[src/rtl/knn_list_ctrl_pkg.sv]
// Shared definitions for the KNN ordered-list sequencer and the result/vote logic.
// Holds the FSM state encoding, default list geometry and the index-width helper.
// Optional feature macro used by the top: KNN_CTRL_STATS_EN.
package knn_list_ctrl_pkg;

   localparam int DEF_K      = 8;
   localparam int DEF_COMP_W = 32;
   localparam int DEF_BAG_W  = 32;
   localparam int DEF_CNT_W  = 16;
   localparam int STATE_W    = 3;

   typedef enum logic [STATE_W-1:0] {
      ST_IDLE   = 3'd0,
      ST_CLEAR  = 3'd1,
      ST_LOAD   = 3'd2,
      ST_SETTLE = 3'd3,
      ST_OUT    = 3'd4
   } state_t;

   // Width of an index that addresses k list units (at least one bit).
   function automatic int idx_width(input int k);
      return (k > 1) ? $clog2(k) : 1;
   endfunction

endpackage

[src/rtl/knn_list_ctrl_sel.sv]
// Registered K:1 selector of one (comp, bag) slice out of the packed list outputs.
// Latency: one cycle from index to data; the index is re-sampled every cycle.
// Data stays stable as long as both the index and the list contents are unchanged.
module knn_list_sel
   import knn_list_ctrl_pkg::*;
#(
   parameter int K      = DEF_K,
   parameter int COMP_W = DEF_COMP_W,
   parameter int BAG_W  = DEF_BAG_W,
   parameter int IDX_W  = idx_width(K)
) (
   input  logic                 i_clk,
   input  logic                 i_rst,
   input  logic [IDX_W-1:0]     i_idx,
   input  logic [K*COMP_W-1:0]  i_comp_all,
   input  logic [K*BAG_W-1:0]   i_bag_all,
   output logic [COMP_W-1:0]    o_comp,
   output logic [BAG_W-1:0]     o_bag
);

   logic [COMP_W-1:0] r_comp;
   logic [BAG_W-1:0]  r_bag;

   // Capture the addressed slice of both packed buses.
   always_ff @(posedge i_clk or posedge i_rst) begin
      if (i_rst) begin
         r_comp <= '0;
         r_bag  <= '0;
      end else begin
         r_comp <= i_comp_all[32'(i_idx) * COMP_W +: COMP_W];
         r_bag  <= i_bag_all[32'(i_idx) * BAG_W +: BAG_W];
      end
   end

   assign o_comp = r_comp;
   assign o_bag  = r_bag;

endmodule

[src/rtl/knn_list_ctrl.sv]
// Query sequencer for the KNN ordered list: clear, stream N candidates in, drain min(N,K) sorted out.
// Insert is combinational from the input handshake; results come out of a one-cycle registered mux.
// out_ready low holds index and data; in_valid low in LOAD stalls. Optional: KNN_CTRL_STATS_EN adds o_hits_cnt.
module knn_list_ctrl
   import knn_list_ctrl_pkg::*;
#(
   parameter int K      = DEF_K,
   parameter int COMP_W = DEF_COMP_W,
   parameter int BAG_W  = DEF_BAG_W,
   parameter int CNT_W  = DEF_CNT_W
) (
   input  logic                 i_clk,
   input  logic                 i_rst,
   input  logic                 i_start,
   input  logic [CNT_W-1:0]     i_n_points,
   output logic                 o_busy,
   output logic                 o_done,
   input  logic                 i_in_valid,
   output logic                 o_in_ready,
   input  logic [COMP_W-1:0]    i_in_comp,
   input  logic [BAG_W-1:0]     i_in_bag,
   output logic                 o_list_rst,
   output logic                 o_list_valid,
   output logic [COMP_W-1:0]    o_list_comp,
   output logic [BAG_W-1:0]     o_list_bag,
   input  logic [K*COMP_W-1:0]  i_list_comp_all,
   input  logic [K*BAG_W-1:0]   i_list_bag_all,
   output logic                 o_out_valid,
   input  logic                 i_out_ready,
   output logic [COMP_W-1:0]    o_out_comp,
   output logic [BAG_W-1:0]     o_out_bag,
   output logic                 o_out_last
`ifdef KNN_CTRL_STATS_EN
   ,
   output logic [CNT_W-1:0]     o_hits_cnt
`endif
);

   localparam int IDX_W = idx_width(K);

   state_t             r_state;
   state_t             w_next;
   logic               r_done;
   logic [CNT_W-1:0]   r_n;
   logic [CNT_W-1:0]   r_cnt;
   logic [IDX_W-1:0]   r_idx;
   logic [IDX_W-1:0]   w_sel_idx;
   logic [CNT_W:0]     w_cnt_inc;
   logic [CNT_W-1:0]   w_last_idx;
   logic               w_in_hs;
   logic               w_out_hs;
   logic               w_load_last;
   logic               w_is_last;

   // Handshakes and end-of-phase detection; the accepted count is compared one bit wider so it never wraps.
   assign w_in_hs     = (r_state == ST_LOAD) && i_in_valid;
   assign w_out_hs    = (r_state == ST_OUT) && i_out_ready;
   assign w_cnt_inc   = {1'b0, r_cnt} + {{CNT_W{1'b0}}, 1'b1};
   assign w_load_last = w_in_hs && (w_cnt_inc == {1'b0, r_n});
   assign w_last_idx  = (r_n > CNT_W'(K)) ? CNT_W'(K - 1) : (r_n - CNT_W'(1));
   assign w_is_last   = (CNT_W'(r_idx) == w_last_idx);

   // State register; done is raised for the single cycle in which IDLE is re-entered.
   always_ff @(posedge i_clk or posedge i_rst) begin
      if (i_rst) begin
         r_state <= ST_IDLE;
         r_done  <= 1'b0;
      end else begin
         r_state <= w_next;
         r_done  <= (r_state != ST_IDLE) && (w_next == ST_IDLE);
      end
   end

   // Next-state decode.
   always_comb begin
      w_next = r_state;
      case (r_state)
         ST_IDLE:   if (i_start) w_next = ST_CLEAR;
         ST_CLEAR:  w_next = (r_n != '0) ? ST_LOAD : ST_SETTLE;
         ST_LOAD:   if (w_load_last) w_next = ST_SETTLE;
         ST_SETTLE: w_next = (r_n != '0) ? ST_OUT : ST_IDLE;
         ST_OUT:    if (w_out_hs && w_is_last) w_next = ST_IDLE;
         default:   w_next = ST_IDLE;
      endcase
   end

   // Moore-style control outputs plus the combinational insert path.
   always_comb begin
      o_busy       = (r_state != ST_IDLE);
      o_done       = r_done;
      o_in_ready   = (r_state == ST_LOAD);
      o_list_rst   = (r_state == ST_CLEAR);
      o_list_valid = w_in_hs;
      o_list_comp  = i_in_comp;
      o_list_bag   = i_in_bag;
      o_out_valid  = (r_state == ST_OUT);
      o_out_last   = (r_state == ST_OUT) && w_is_last;
   end

   // Index fed to the selector: zero before draining, advanced on each non-final result handshake.
   always_comb begin
      w_sel_idx = r_idx;
      if (r_state == ST_CLEAR || r_state == ST_SETTLE) begin
         w_sel_idx = '0;
      end else if (w_out_hs && !w_is_last) begin
         w_sel_idx = r_idx + IDX_W'(1);
      end
   end

   // Query length latch, accepted-candidate counter and result index.
   always_ff @(posedge i_clk or posedge i_rst) begin
      if (i_rst) begin
         r_n   <= '0;
         r_cnt <= '0;
         r_idx <= '0;
      end else begin
         if (r_state == ST_IDLE && i_start) r_n <= i_n_points;
         if (r_state == ST_CLEAR) begin
            r_cnt <= '0;
         end else if (w_in_hs) begin
            r_cnt <= w_cnt_inc[CNT_W-1:0];
         end
         r_idx <= w_sel_idx;
      end
   end

`ifdef KNN_CTRL_STATS_EN
   logic [CNT_W-1:0] r_hits;

   // Count accepted candidates that beat the current worst stored entry, i.e. that enter the list.
   always_ff @(posedge i_clk or posedge i_rst) begin
      if (i_rst) begin
         r_hits <= '0;
      end else if (r_state == ST_CLEAR) begin
         r_hits <= '0;
      end else if (w_in_hs && (i_in_comp < i_list_comp_all[(K-1)*COMP_W +: COMP_W]) && (r_hits != '1)) begin
         r_hits <= r_hits + CNT_W'(1);
      end
   end

   assign o_hits_cnt = r_hits;
`endif

   knn_list_sel #(
      .K      (K),
      .COMP_W (COMP_W),
      .BAG_W  (BAG_W),
      .IDX_W  (IDX_W)
   ) u_sel (
      .i_clk      (i_clk),
      .i_rst      (i_rst),
      .i_idx      (w_sel_idx),
      .i_comp_all (i_list_comp_all),
      .i_bag_all  (i_list_bag_all),
      .o_comp     (o_out_comp),
      .o_bag      (o_out_bag)
   );

endmodule

[config.mk]
export PLATFORM = sky130hd
export DESIGN_NAME = knn_list_ctrl
export DESIGN_NICKNAME = d
export VERILOG_FILES = /design/src/rtl/knn_list_ctrl_pkg.sv /design/src/rtl/knn_list_ctrl_sel.sv /design/src/rtl/knn_list_ctrl.sv
export SDC_FILE = /design/constraint.sdc
export NUM_CORES = 1
export LEC_CHECK = 0
export ABC_AREA = 0
export CORE_AREA = 4 4 286 288
export CTS_BUF_LIST = sky130_fd_sc_hd__clkbuf_2
export CTS_CLUSTER_DIAMETER = 200
export DETAILED_ROUTE_END_ITERATION = 8
export DIE_AREA = 0 0 290 292
export PLACE_DENSITY_LB_ADDON = 0.3
export SLEW_MARGIN = 20
export SYNTH_ARGS = -nofsm -noshare
export SYNTH_HDL_FRONTEND = slang
export SYNTH_SLANG_ARGS = --single-unit
[constraint.sdc]
create_clock -name i_clk -period 6.39 [get_ports i_clk]
set_clock_uncertainty 0.05 [all_clocks]
set_input_delay 0.639 -clock i_clk [delete_from_list [all_inputs] [get_ports i_clk]]
set_output_delay 0.639 -clock i_clk [all_outputs]
set_load 0.01 [all_outputs]
==> flow_summary.yaml <==
status:
  outcome: "finished clean"
detailed_routing:
  remaining_drc_errors: 0
  drtPass1Iterations: 5
  routedWlPerCell_microns: 27.06
  vias: 12290
  drt-initial-drc-count: 913
  viasPerCell: 4.581
  drt-total-wl_microns: 72590
  ant_nets: 0
worst_setup_path:
  crit_path_max_incr_delay_ns: 0.63
  cpMaxStageDelayCell: "mux2_4"
  path_cells: "inv_1, ha_1, or3b_2, o41ai_1, and4b_1, a311oi_2, o21ai_2, mux2_4, inv_2, buf_4, a2111oi_0, a211oi_1"
  worstPathMaxFanout: 44
  ff2ff_path_depth: 12
  required_ns: 7.00
  cp.buffers_inverters: 3
  end_kind: "flop"
  r2r_end: "u_sel.o_bag[31]"
  worstPathArrival_ns: 5.42
  cp_top_family: "compound AO/OA/AOI/OAI gates"
  rrSetupSlack_ns: 1.58
  r2r_start: "r_n[0]"
  crit_type: "reg2reg"
  critPathLaunchType: "flop"
placement:
  pre_cts_slack_ns: 1.451
  dp_hpwl_microns: 57360
  portBuffers: 603
  place_inst: 2657
  place_congestion: 0.8759
power:
  peakVddDrop_mv: 0.1368
  powerDensity_nw_per_um2: 286.1
  power.leakage_nw: 5.863
logic_synthesis:
  synth_edf_count: 0
  synth_largest_area_cell: "dfrtp_1"
  synth_area_leaders: "dfrtp_1 (26%), a211oi_1 (10%), and3_1 (8.7%)"
  syn-cell-area_sq_um: 9728
  synth_top_area_share_pct: 26.50
  synth_seq_cells: 103
  ys.flop_type: "dfrtp_1"
  synth_cell_types: 64
  yosysSeqAreaShare_pct: 26.50
  synth_cells: 1181
  synthArstFlopShare_pct: 100.0
  syn_nets: 1781
  synth_warnings: 0
  synth_area_per_cell_sq_um: 8.237
timing:
  period_share_pct: 75.27
  hold_viol_final: 0
  worst_slew_pin_slew_ns: 1.003
  finalSetupViolCount: 0
  relSlewSlack_pct: 33.08
  whs_ns: 0.2264
  fmax_ghz: 0.2079
  slew_violations: 0
  worst_slack_ns: 1.580
  min_period_ns: 4.810
  tns_ns: 0
  rsz0062_at_grt: "no"
clock_network:
  cts_max_path_buffers: 2
  cts.sinks: 103
  h-tree-depth: 3
  cts_setup_buffers: 0
  cts_tree: "yes"
  post_cts_resized: 0
  clockRootBuffer: "clkbuf_2"
  ctsHoldBuffers: 0
  clkLatencyLatePin_ns: 0.80
  path_clk_slew_ns: 0.37
  cts_buffers: 9
global_route:
  grt_pass1_wl_microns: 98130
  grt_max_degree: 141
  globalRoute.totalOverflow: 0
  antenna_found_initial: 14
  track_usage_pct: 16.05
  grt_pass1_vias: 12410
layout:
  fin_util_pct: 20.88
  multi_input_area_sq_um: 6113
  fin_cells: 2683
  seq_area_sq_um: 2577
  syn_to_final_growth_pct: 69.29
  fillers: 8774
  nNetsFinal: 2218
  layout-drive-gt1-share_pct: 5.176
floorplanning:
  fp.dieW_microns: 290
  pin_count: 732
  die_h_microns: 292
  start_util_pct: 12.33
  die_area_sq_um: 84680
  rows: 103
  coreArea_sq_um: 78870
flow_run:
  cap_viol_max_count: 0
min_path:
  hp-class: "in2async"
-- stage by stage --
stage          total power, mW  instance area (sq um)
3_5_place_dp             4.391                  16330
3_3_place_gp             4.349                  16300
6_report                 4.711                  16470
4_1_cts                  4.803                  16440
2_1_floorplan            2.719                   9728
5_1_grt                  5.021                  16450
-- flip-flops by register name, summed over array words and instances (netlist names) --
register      count
o_done            1
r_cnt            16
r_idx             3
r_n              16
r_state           3
u_sel.o_bag      32
u_sel.o_comp     32
-- cells by family (layout without fill, tap and decap cells) --
family	Yosys count	in the layout	share of synthesized area, %
other cells	0	10	0
fa+ha+maj	3	3	0.3859
flops	103	103	26.50
xor+xnor	32	32	2.881
simple gates	302	302	17.54
compound gates	512	512	39.40
mux	15	15	1.723
buf+inv	214	656	11.58
-- worst max path at each step --
stage / startpoint / to / slack [ns] / cells past startpoint
5_1_grt: r_n[0] / u_sel.o_comp[26] / 1.13 / 11
4_1_cts: r_n[0] / u_sel.o_comp[26] / 1.47 / 11
3_3_place_gp: r_n[0] / u_sel.o_comp[26] / 1.30 / 11
2_1_floorplan: i_rst / o_done / 3.00 / 1
3_5_place_dp: r_n[0] / u_sel.o_comp[26] / 1.45 / 11
6_report: r_n[0] / u_sel.o_bag[31] / 1.58 / 12
-- power by group --
group	switching (mW)	total [mW]	leakage, nW	internal (mW)
combinational	1.82	3.20	4.54	1.38
clock	0.308	0.373	0.0723	0.0652
sequential	0.206	1.13	1.25	0.928
-- layout by cell type, fill, tap and decap left out, types with 6 or more instances in the layout --
cell	count
xnor2_1	24
a21o_1	64
nor2_1	7
and3_1	136
clkdlybuf4s50_1	603
buf_4	23
a2111oi_1	9
nand3_1	74
a211oi_1	130
diode_2	10
o21ai_0	89
a2111oi_0	55
a21boi_0	64
inv_1	8
dfrtp_1	103
xor2_1	8
nand2_1	38
clkbuf_2	10
nor3_1	6
a221oi_1	64
mux2_2	13
-- final cells by class --
class	count	area share (%)
Inverter	11	0.2735
Sequential cell	103	15.65
Antenna cell	10	0.1520
Clock inverter	6	0.4103
Tap cell	1050	7.978
Timing Repair Buffer	629	38.11
Clock buffer	10	0.3039
Multi-Input combinational cell	864	37.12
-- layer usage --
metal	vias to the layer above	share of wire (%)	track usage, %	wire length [microns]
li1	5449	-	-	-
met1	6129	41	20.01	29780
met2	622	50	28.03	36090
met3	85	6.9	3.772	5027
met4	6	2.3	3.754	1649
met5	-	0.056	0	41
-- cells in the mapped netlist, drive strengths merged, types with 5 or more instances --
library cell,n
a2111oi,64
a211oi,130
a21boi,65
a21o,65
a21oi,6
a221oi,64
and2,5
and3,136
buf,115
clkbuf,88
dfrtp,103
inv,11
mux2,14
nand2,39
nand3,74
nand4,5
nor2,8
nor3,7
o21ai,92
o31ai,5
or3,5
xnor2,24
xor2,8
-- worst reg2reg max path: cells and delay by family (launching register included) --
kind	cells	cell delay (ns)
multiplexers	1	0.63
AND/OR/NAND/NOR	2	0.82
flip-flops	1	0.51
AO/OA/AOI/OAI	5	1.42
adder cells (fa/ha/maj)	1	0.23
buffers and inverters	3	1.04
No activity file was read; power rests on OpenSTA's default activity.
